## config.mk

```make
export PLATFORM = sky130hd
export DESIGN_NAME = command_sequencer
export DESIGN_NICKNAME = d
export VERILOG_FILES = /design/src/rtl/command_sequencer.sv
export SDC_FILE = /design/constraint.sdc
export NUM_CORES = 1
export LEC_CHECK = 0
export CORE_AREA = 4 4 132 134
export CTS_CLUSTER_DIAMETER = 150
export CTS_CLUSTER_SIZE = 20
export DETAILED_ROUTE_END_ITERATION = 10
export DIE_AREA = 0 0 136 138
export MAX_ROUTING_LAYER = met4
export PLACE_DENSITY = 0.74
export SLEW_MARGIN = 30
export SYNTH_ARGS = -nofsm -noshare
export SYNTH_HDL_FRONTEND = slang
export SYNTH_SLANG_ARGS = --single-unit
```

## constraint.sdc

```tcl
create_clock -name clk -period 3.2 [get_ports clk]
set_input_delay 0.96 -clock clk [delete_from_list [all_inputs] [get_ports clk]]
set_output_delay 0.96 -clock clk [all_outputs]
set_load 0.01 [all_outputs]
```

## src/rtl/command_sequencer.sv

```systemverilog
// Two-requester round-robin command sequencer feeding a single command_processor.
// Accepted commands are queued with their source id and issued in FIFO order.
module command_sequencer #(
  parameter int CMD_W = 32,
  parameter int DEPTH = 4
) (
  input  logic                    clk,
  input  logic                    rst,
  input  logic                    req0_valid,
  input  logic [CMD_W-1:0]        req0_data,
  output logic                    req0_ready,
  input  logic                    req1_valid,
  input  logic [CMD_W-1:0]        req1_data,
  output logic                    req1_ready,
  input  logic                    flush,
  output logic                    cmd_valid,
  output logic [CMD_W-1:0]        cmd_data,
  output logic                    cmd_src,
  input  logic                    cmd_ready,
  output logic [15:0]             issued0,
  output logic [15:0]             issued1,
  output logic [$clog2(DEPTH):0]  level,
  output logic                    idle
);

  localparam int AW = $clog2(DEPTH);

  typedef struct packed {
    logic             src;
    logic [CMD_W-1:0] data;
  } entry_t;

  entry_t      mem [DEPTH];
  entry_t      head;
  logic [AW:0] wr_ptr;
  logic [AW:0] rd_ptr;
  logic        rr_last;     // 1 when requester 1 holds the most recent grant
  logic        full;
  logic        can_accept;
  logic        grant0;
  logic        grant1;
  logic        accept;
  logic        pop;

  // Pointers carry one extra wrap bit so full and empty are distinguishable.
  assign level      = wr_ptr - rd_ptr;
  assign full       = (level == (AW+1)'(DEPTH));
  assign can_accept = !rst && !flush && !full;

  // On a tie, the requester that did not win last time is granted.
  assign grant0     = can_accept && req0_valid && (!req1_valid || rr_last);
  assign grant1     = can_accept && req1_valid && (!req0_valid || !rr_last);
  assign accept     = grant0 || grant1;
  assign req0_ready = grant0;
  assign req1_ready = grant1;

  assign head      = mem[rd_ptr[AW-1:0]];
  assign cmd_valid = (level != '0) && !rst;
  assign cmd_data  = head.data;
  assign cmd_src   = head.src;
  assign pop       = cmd_valid && cmd_ready;

  assign idle = (level == '0) && !req0_valid && !req1_valid;

  // NOTE: sequential state uses non-blocking assignments so every register
  // samples pre-edge values regardless of statement order.
  always_ff @(posedge clk) begin
    if (rst) begin
      wr_ptr  <= '0;
      rd_ptr  <= '0;
      rr_last <= 1'b1;
      issued0 <= '0;
      issued1 <= '0;
    end else begin
      if (pop) begin
        rd_ptr <= rd_ptr + 1'b1;
        if (!cmd_src && issued0 != 16'hFFFF) issued0 <= issued0 + 16'd1;
        if (cmd_src  && issued1 != 16'hFFFF) issued1 <= issued1 + 16'd1;
      end
      // Accepts are blocked during flush, so aligning rd to wr empties the queue.
      if (flush) begin
        rd_ptr <= wr_ptr;
      end else if (accept) begin
        wr_ptr <= wr_ptr + 1'b1;
      end
      if (accept) rr_last <= grant1;
    end
  end

  // NOTE: the storage array has no reset; entries are only visible through
  // level, which reset clears, so stale contents can never be presented.
  always_ff @(posedge clk) begin
    if (accept) begin
      mem[wr_ptr[AW-1:0]] <= '{src: grant1, data: (grant1 ? req1_data : req0_data)};
    end
  end

endmodule

```

Yosys cells after proc, flatten, opt, wreduce, memory -nomap -nowiden
Memories as Yosys holds them, arrays and structs flattened. A register that Yosys moved wholly into a read port is not among the register bits.
Index checks and enable logic that the tools add are counted.
{"block": "word_totals", "ff_bits": 39, "mem_count": 1, "output_inout_bits": 72, "mem_bits_rw": 132, "elab_cells": 50, "inputBits": 70}
{"block": "op_classes", "bitwise": 1, "add_sub_neg": 5, "n_eq_ne": 3, "muxes": 7, "reduce_logical": 28}
{"memory": "mem", "words": 4, "width": 33, "read_ports": 1, "rd_ports_with_merged_regs": 1, "write_ports": 1, "line_no": "33", "rtl": "entry_t mem [DEPTH];"}
{"operator": "$add 16x1->16 const B", "count": 2}
{"operator": "$mux 32", "count": 1}
{"operator": "$ne 16x16->1 const B", "count": 2}
{"operator": "$logic_and 1x1->1", "count": 12}
{"operator": "$logic_not 1->1", "count": 7}
{"operator": "$add 3x1->3 const B", "count": 2}
{"operator": "$mux 3", "count": 2}
{"operator": "$reduce_and 2->1", "count": 3}
{"operator": "$mux 2", "count": 2}
{"operator": "$eq 3x3->1 const B", "count": 1}
{"operator": "$logic_not 3->1", "count": 1}
{"operator": "$logic_or 1x1->1", "count": 3}
{"operator": "$reduce_bool 3->1", "count": 1}
{"operator": "$sub 3x3->3", "count": 1}
{"operator": "$mux 1", "count": 2}
{"operator": "$reduce_bool 2->1", "count": 1}
{"operator": "$not 1->1", "count": 1}

Logic depth before layout (Yosys ltp)
{"block": "logic_depth", "ltp_word": 9, "mapped_depth": 10, "depth_no_buf": 9}

Worst setup path before layout
Ideal clock, no wire load.
{"block": "synth_path", "path_kind": "reg-to-reg", "start": "reg wr_ptr[0]", "end": "mem mem[0][0] (netlist name), enable pin", "setup_time_ps": 393, "period_less_slack_ps": 3390, "t_arrival_ps": 2997, "stages_incl_launch_ff": 9, "t_required_ps": 2807, "path_slack_ps": -190, "n_path_buf": 0, "cell_sequence": "dfxtp_1 > inv_1 > ha_1 > fa_1 > xnor3_1 > inv_1 > a311oi_2 > o21a_1 > and2_1"}
{"block": "synth_via", "elab_chain_cells": 9, "elab_cells_between_ends": 11}
{"item": "from (decl)", "line_no": "35", "rtl": "logic [AW:0] wr_ptr;"}
{"item": "from (signal assigned)", "line_no": "84", "rtl": "wr_ptr <= wr_ptr + 1'b1;"}
{"item": "$sub 3x3->3 *", "line_no": "46", "rtl": "assign level = wr_ptr - rd_ptr;"}
{"item": "net level[2]", "line_no": "22", "rtl": "output logic [$clog2(DEPTH):0] level,"}
{"item": "$eq 3x3->1 *", "line_no": "47", "rtl": "assign full = (level == (AW+1)'(DEPTH));"}
{"item": "$logic_not 1->1 *", "line_no": "48", "rtl": "assign can_accept = !rst && !flush && !full;"}
{"item": "$logic_and 1x1->1 *", "line_no": "48"}
{"item": "$logic_and 1x1->1, on equally long branches (2 in a row)", "line_no": "51, 52"}
{"item": "$logic_or 1x1->1 *", "line_no": "53", "rtl": "assign accept = grant0 || grant1;"}
{"item": "$mux 1 *", "line_no": "93", "rtl": "if (accept) begin"}
{"item": "$mux 1 *", "line_no": "94", "rtl": "mem[wr_ptr[AW-1:0]] <= '{src: grant1, data: (grant1 ? req1_data : req0_data)};"}
{"item": "to (decl)", "line_no": "33"}
The timed path passes the listed nets; every way through them passes the cells marked *.

Worst setup path after layout
{"block": "layout_path", "start": "reg wr_ptr[0]", "end": "out req0_ready"}
{"block": "layout_via", "elab_chain_cells": 6}
{"item": "$sub 3x3->3", "line_no": "46"}
{"item": "$eq 3x3->1", "line_no": "47"}
{"item": "$logic_not 1->1", "line_no": "48"}
{"item": "$logic_and 1x1->1", "line_no": "48"}
{"item": "$logic_and 1x1->1 (2 in a row)", "line_no": "51", "rtl": "assign grant0 = can_accept && req0_valid && (!req1_valid || rr_last);"}
{"item": "to (decl)", "line_no": "11", "rtl": "output logic req0_ready,"}
No other way between the ends.

==> impl_metrics.tcl <==
set metrics [dict create \
    status "finished with violations" \
    failed_checks "setup timing" \
    clockBufferDepth 2 \
    synth_compound_area_frac 0.0582 \
    yosysWarnings 0 \
    finalMaxSlewViolations 0 \
    tritoncts "yes" \
    setup_viol 1 \
    drc 0 \
    p_sw_mw 1.15 \
    overflow 0 \
    path_delay_family "adder cells" \
    setup.worst_path.start_class "flip-flop" \
    syn_nets 525 \
    r2r-end "mem[0][22]$_DFFE_PP_" \
    dr.pass1.iters 6 \
    hold_buffers 0 \
    synth.area.mux_share 0.159 \
    grt_first_pass_wirelength_mm 25.0 \
    min_path_cells 2 \
    fp.dieArea_um2 18800 \
    hold_viol 0 \
    synth-edff-count 132 \
    clkTransAtPathRegs_ns 0.06 \
    ys_seq_elements 173 \
    htreeDepth 4 \
    p_leak_nw 3.24 \
    min_to "issued0[10]$_SDFFE_PP0P_" \
    maxCapViolations 0 \
    io_buffers 141 \
    r2r_cells 12 \
    cp.required_ns 2.24 \
    fmax_mhz 310 \
    crit_fanout 2 \
    finalNetCount 705 \
    dieWidth_um 136 \
    post-route-util 0.602 \
    num_antenna_cells 0 \
    synth_cells 446 \
    final.setup.tns_ns -0.0279 \
    async_flop_share 0 \
    synthAdderAreaFrac 0.0167 \
    dp_slack_ns -0.497 \
    dpl.hpwl_mm 10.4 \
    regToRegStartpoint "wr_ptr[0]$_SDFFE_PP0P_" \
    max_slew.worst_pin.slew_ns 0.473 \
    combPwrFrac 0.130 \
    layout-drive-gt1-share 0.248 \
    clkSinkCount 173 \
    final.min_clock_period_ns 3.23 \
    power_density_nw_per_um2 527 \
    regArea_um2 4790 \
    synth_top_area_share 0.550 \
    synth_flop_cell "edfxtp_1" \
    layout_commonest_cell "clkdlybuf4s50_1" \
    crit_slowest_cell "dfxtp_2" \
    synth_area_leaders "edfxtp_1 55%, dfxtp_1 11%, mux4_2 10%" \
    fill_cells 1224 \
    p_seq_frac 0.485 \
    drtIter0Drc 210 \
    syn_area_um2 7200 \
    cts-root-buf "clkbuf_16" \
    hold_class "reg -> reg" \
    clk_latency_ns 0.43 \
    yosys.area_share.simple 0.0651 \
    cp_common_cell "inv_2" \
    synthToLayoutAreaGrowth_pct 36.2 \
    synth_top_family_by_area "multiplexers" \
    wl_mm 15.5 \
    synth_largest_area_cell "edfxtp_1" \
    criticalPathCategory "reg -> out" \
    yosys.cell_types.count 43 \
    rows 47 \
    p_int_mw 4.01 \
    layout_common_cells "135 x clkdlybuf4s50_1, 132 x edfxtp_1, 38 x dfxtp_1" \
    ios 142 \
    critPathMaxStageDelay_ns 0.33 \
    syn_area_per_cell_um2 16.1 \
    ir_drop_v 0.000364 \
    antenna_found_initial 0 \
    grt_pass1_vias 4822 \
    pwr-share-clk 0.385 \
    crit_arrival_ns 2.27 \
    crit_path_end_kind "output port" \
    worst_slack_ns -0.0279 \
    fp.dieH_um 138 \
    initial_core_util 0.442 \
    rsz0062_at_grt "yes" \
    track_usage 0.177 \
    multi_input_area_um2 2340 \
    worstPathCellList "inv_2 -> ha_4 -> fa_2 -> xnor3_2 -> inv_2 -> a311oi_4 -> buf_4 -> and3_4 -> buf_6" \
    finalCritPeriodShare 1.01 \
    globalplace.congestion 0.829 \
    routed_via_density 5.30 \
    sw_frac_of_total 0.223 \
    synth_xor_area_frac 0.0177 \
    avgRoutedWirePerCell_um 18.1 \
    final.setup_skew_ns 0.00814 \
    core_um2 16300 \
    path_buf_inv 4 \
    yosysSeqAreaShare 0.664 \
    max_slew_margin 0.682 \
    numCtsBuffers 17 \
    vias 4545 \
    ff2ff_setup_slack_ns 0.40 \
    ant_nets 0 \
    min_from "issued0[10]$_SDFFE_PP0P_" \
    grt_max_degree 35 \
]
cells by family after synthesis:
kind of cell,count (synthesis)
and+or+nand+nor,86
adders and majority gates,9
DFF,173
AOI/OAI and AO/OA,63
xor gates and xnor gates,13
buffers and inverters,33
muxes,69
sequential cells by signal, indices dropped and copies added (netlist names), named ones only:
signal	cells
rr_last	1
issued0	16
wr_ptr	3
rd_ptr	3
issued1	16
mem	132
power groups by stage:
stage / registers (mW) / logic, mW / clock network [mW]
2_1_floorplan: 2.55 / 0.310 / 0
3_3_place_gp: 2.55 / 0.650 / 0
3_5_place_dp: 2.55 / 0.663 / 0
4_1_cts: 2.51 / 0.677 / 2.02
5_1_grt: 2.51 / 0.725 / 2.12
6_report: 2.51 / 0.671 / 1.99
through the flow:
stage	cell area, µm²	hold slack [ns]	std cells	power [mW]
after floorplan	7220	0.467	446	2.86
after global placement	9170	0.483	822	3.20
after detailed placement	9170	0.492	822	3.22
after CTS	9790	0.501	856	5.21
after global routing	9810	0.525	858	5.36
final	9810	0.499	858	5.17
layout make-up:
class / instances / area share
clock buffers: 18 / 0.0437
clock inverters: 13 / 0.0143
inverters: 14 / 0.00536
multi-input cells: 240 / 0.239
flip-flops and latches: 173 / 0.488
well taps: 220 / 0.0281
repair buffers: 180 / 0.182
worst register-to-register path: stages (launching register included):
cell,delay [ns]
dfxtp_2,0.33
inv_2,0.05
ha_4,0.15
fa_2,0.33
xnor3_2,0.24
inv_2,0.05
a311oi_4,0.24
buf_4,0.17
buf_4,0.10
buf_4,0.11
o21a_1,0.25
and2_2,0.23
buf_4,0.24
metal layers:
layer	up-vias	share of wire	global-route usage
met5	-	0	-
met4	0	0.011	0.0531
met3	17	0.060	0.0483
met2	141	0.50	0.282
met1	2260	0.43	0.222
li1	2127	-	-
Yosys cell counts (2+ instances only):
cell      instances
o31ai_1           7
nand2_1          11
nand3_1          10
xnor2_1           6
o211a_1           2
dfxtp_1          41
nor4_1            3
nand2b_1          2
edfxtp_1        132
nor2_1           17
a31oi_1           2
o211ai_1          7
xor2_1            6
o21ai_0          16
or3_1            15
ha_1              8
mux4_2           33
inv_1            14
and3_1            2
clkbuf_1         13
a21oi_1          18
nand3b_1          2
a211oi_1          3
and2_1            7
buf_2             5
mux2_2           32
nand4_1           8
or4_1             6
mux2i_1           4
how the worst max path moves through the flow:
| stage | from | endpoint | slack [ns] | depth (start not counted) |
|---|---|---|---|---|
| after global routing | wr_ptr[0]$_SDFFE_PP0P_ | req0_ready | -0.11 | 9 |
| final | wr_ptr[0]$_SDFFE_PP0P_ | req0_ready | -0.03 | 9 |
| after CTS | wr_ptr[0]$_SDFFE_PP0P_ | req0_ready | -0.18 | 9 |
| after floorplan | wr_ptr[0]$_SDFFE_PP0P_ | req1_ready | 0.03 | 9 |
| after detailed placement | flush | req0_ready | -0.50 | 5 |
| after global placement | flush | req0_ready | -0.47 | 5 |
timing repair:
item	in CTS	in global routing
pin swaps	4	2
setup buffers	3	2
resized for setup	30	2
setup endpoints to repair	6	3
No activity file was read; power rests on OpenSTA's default activity.
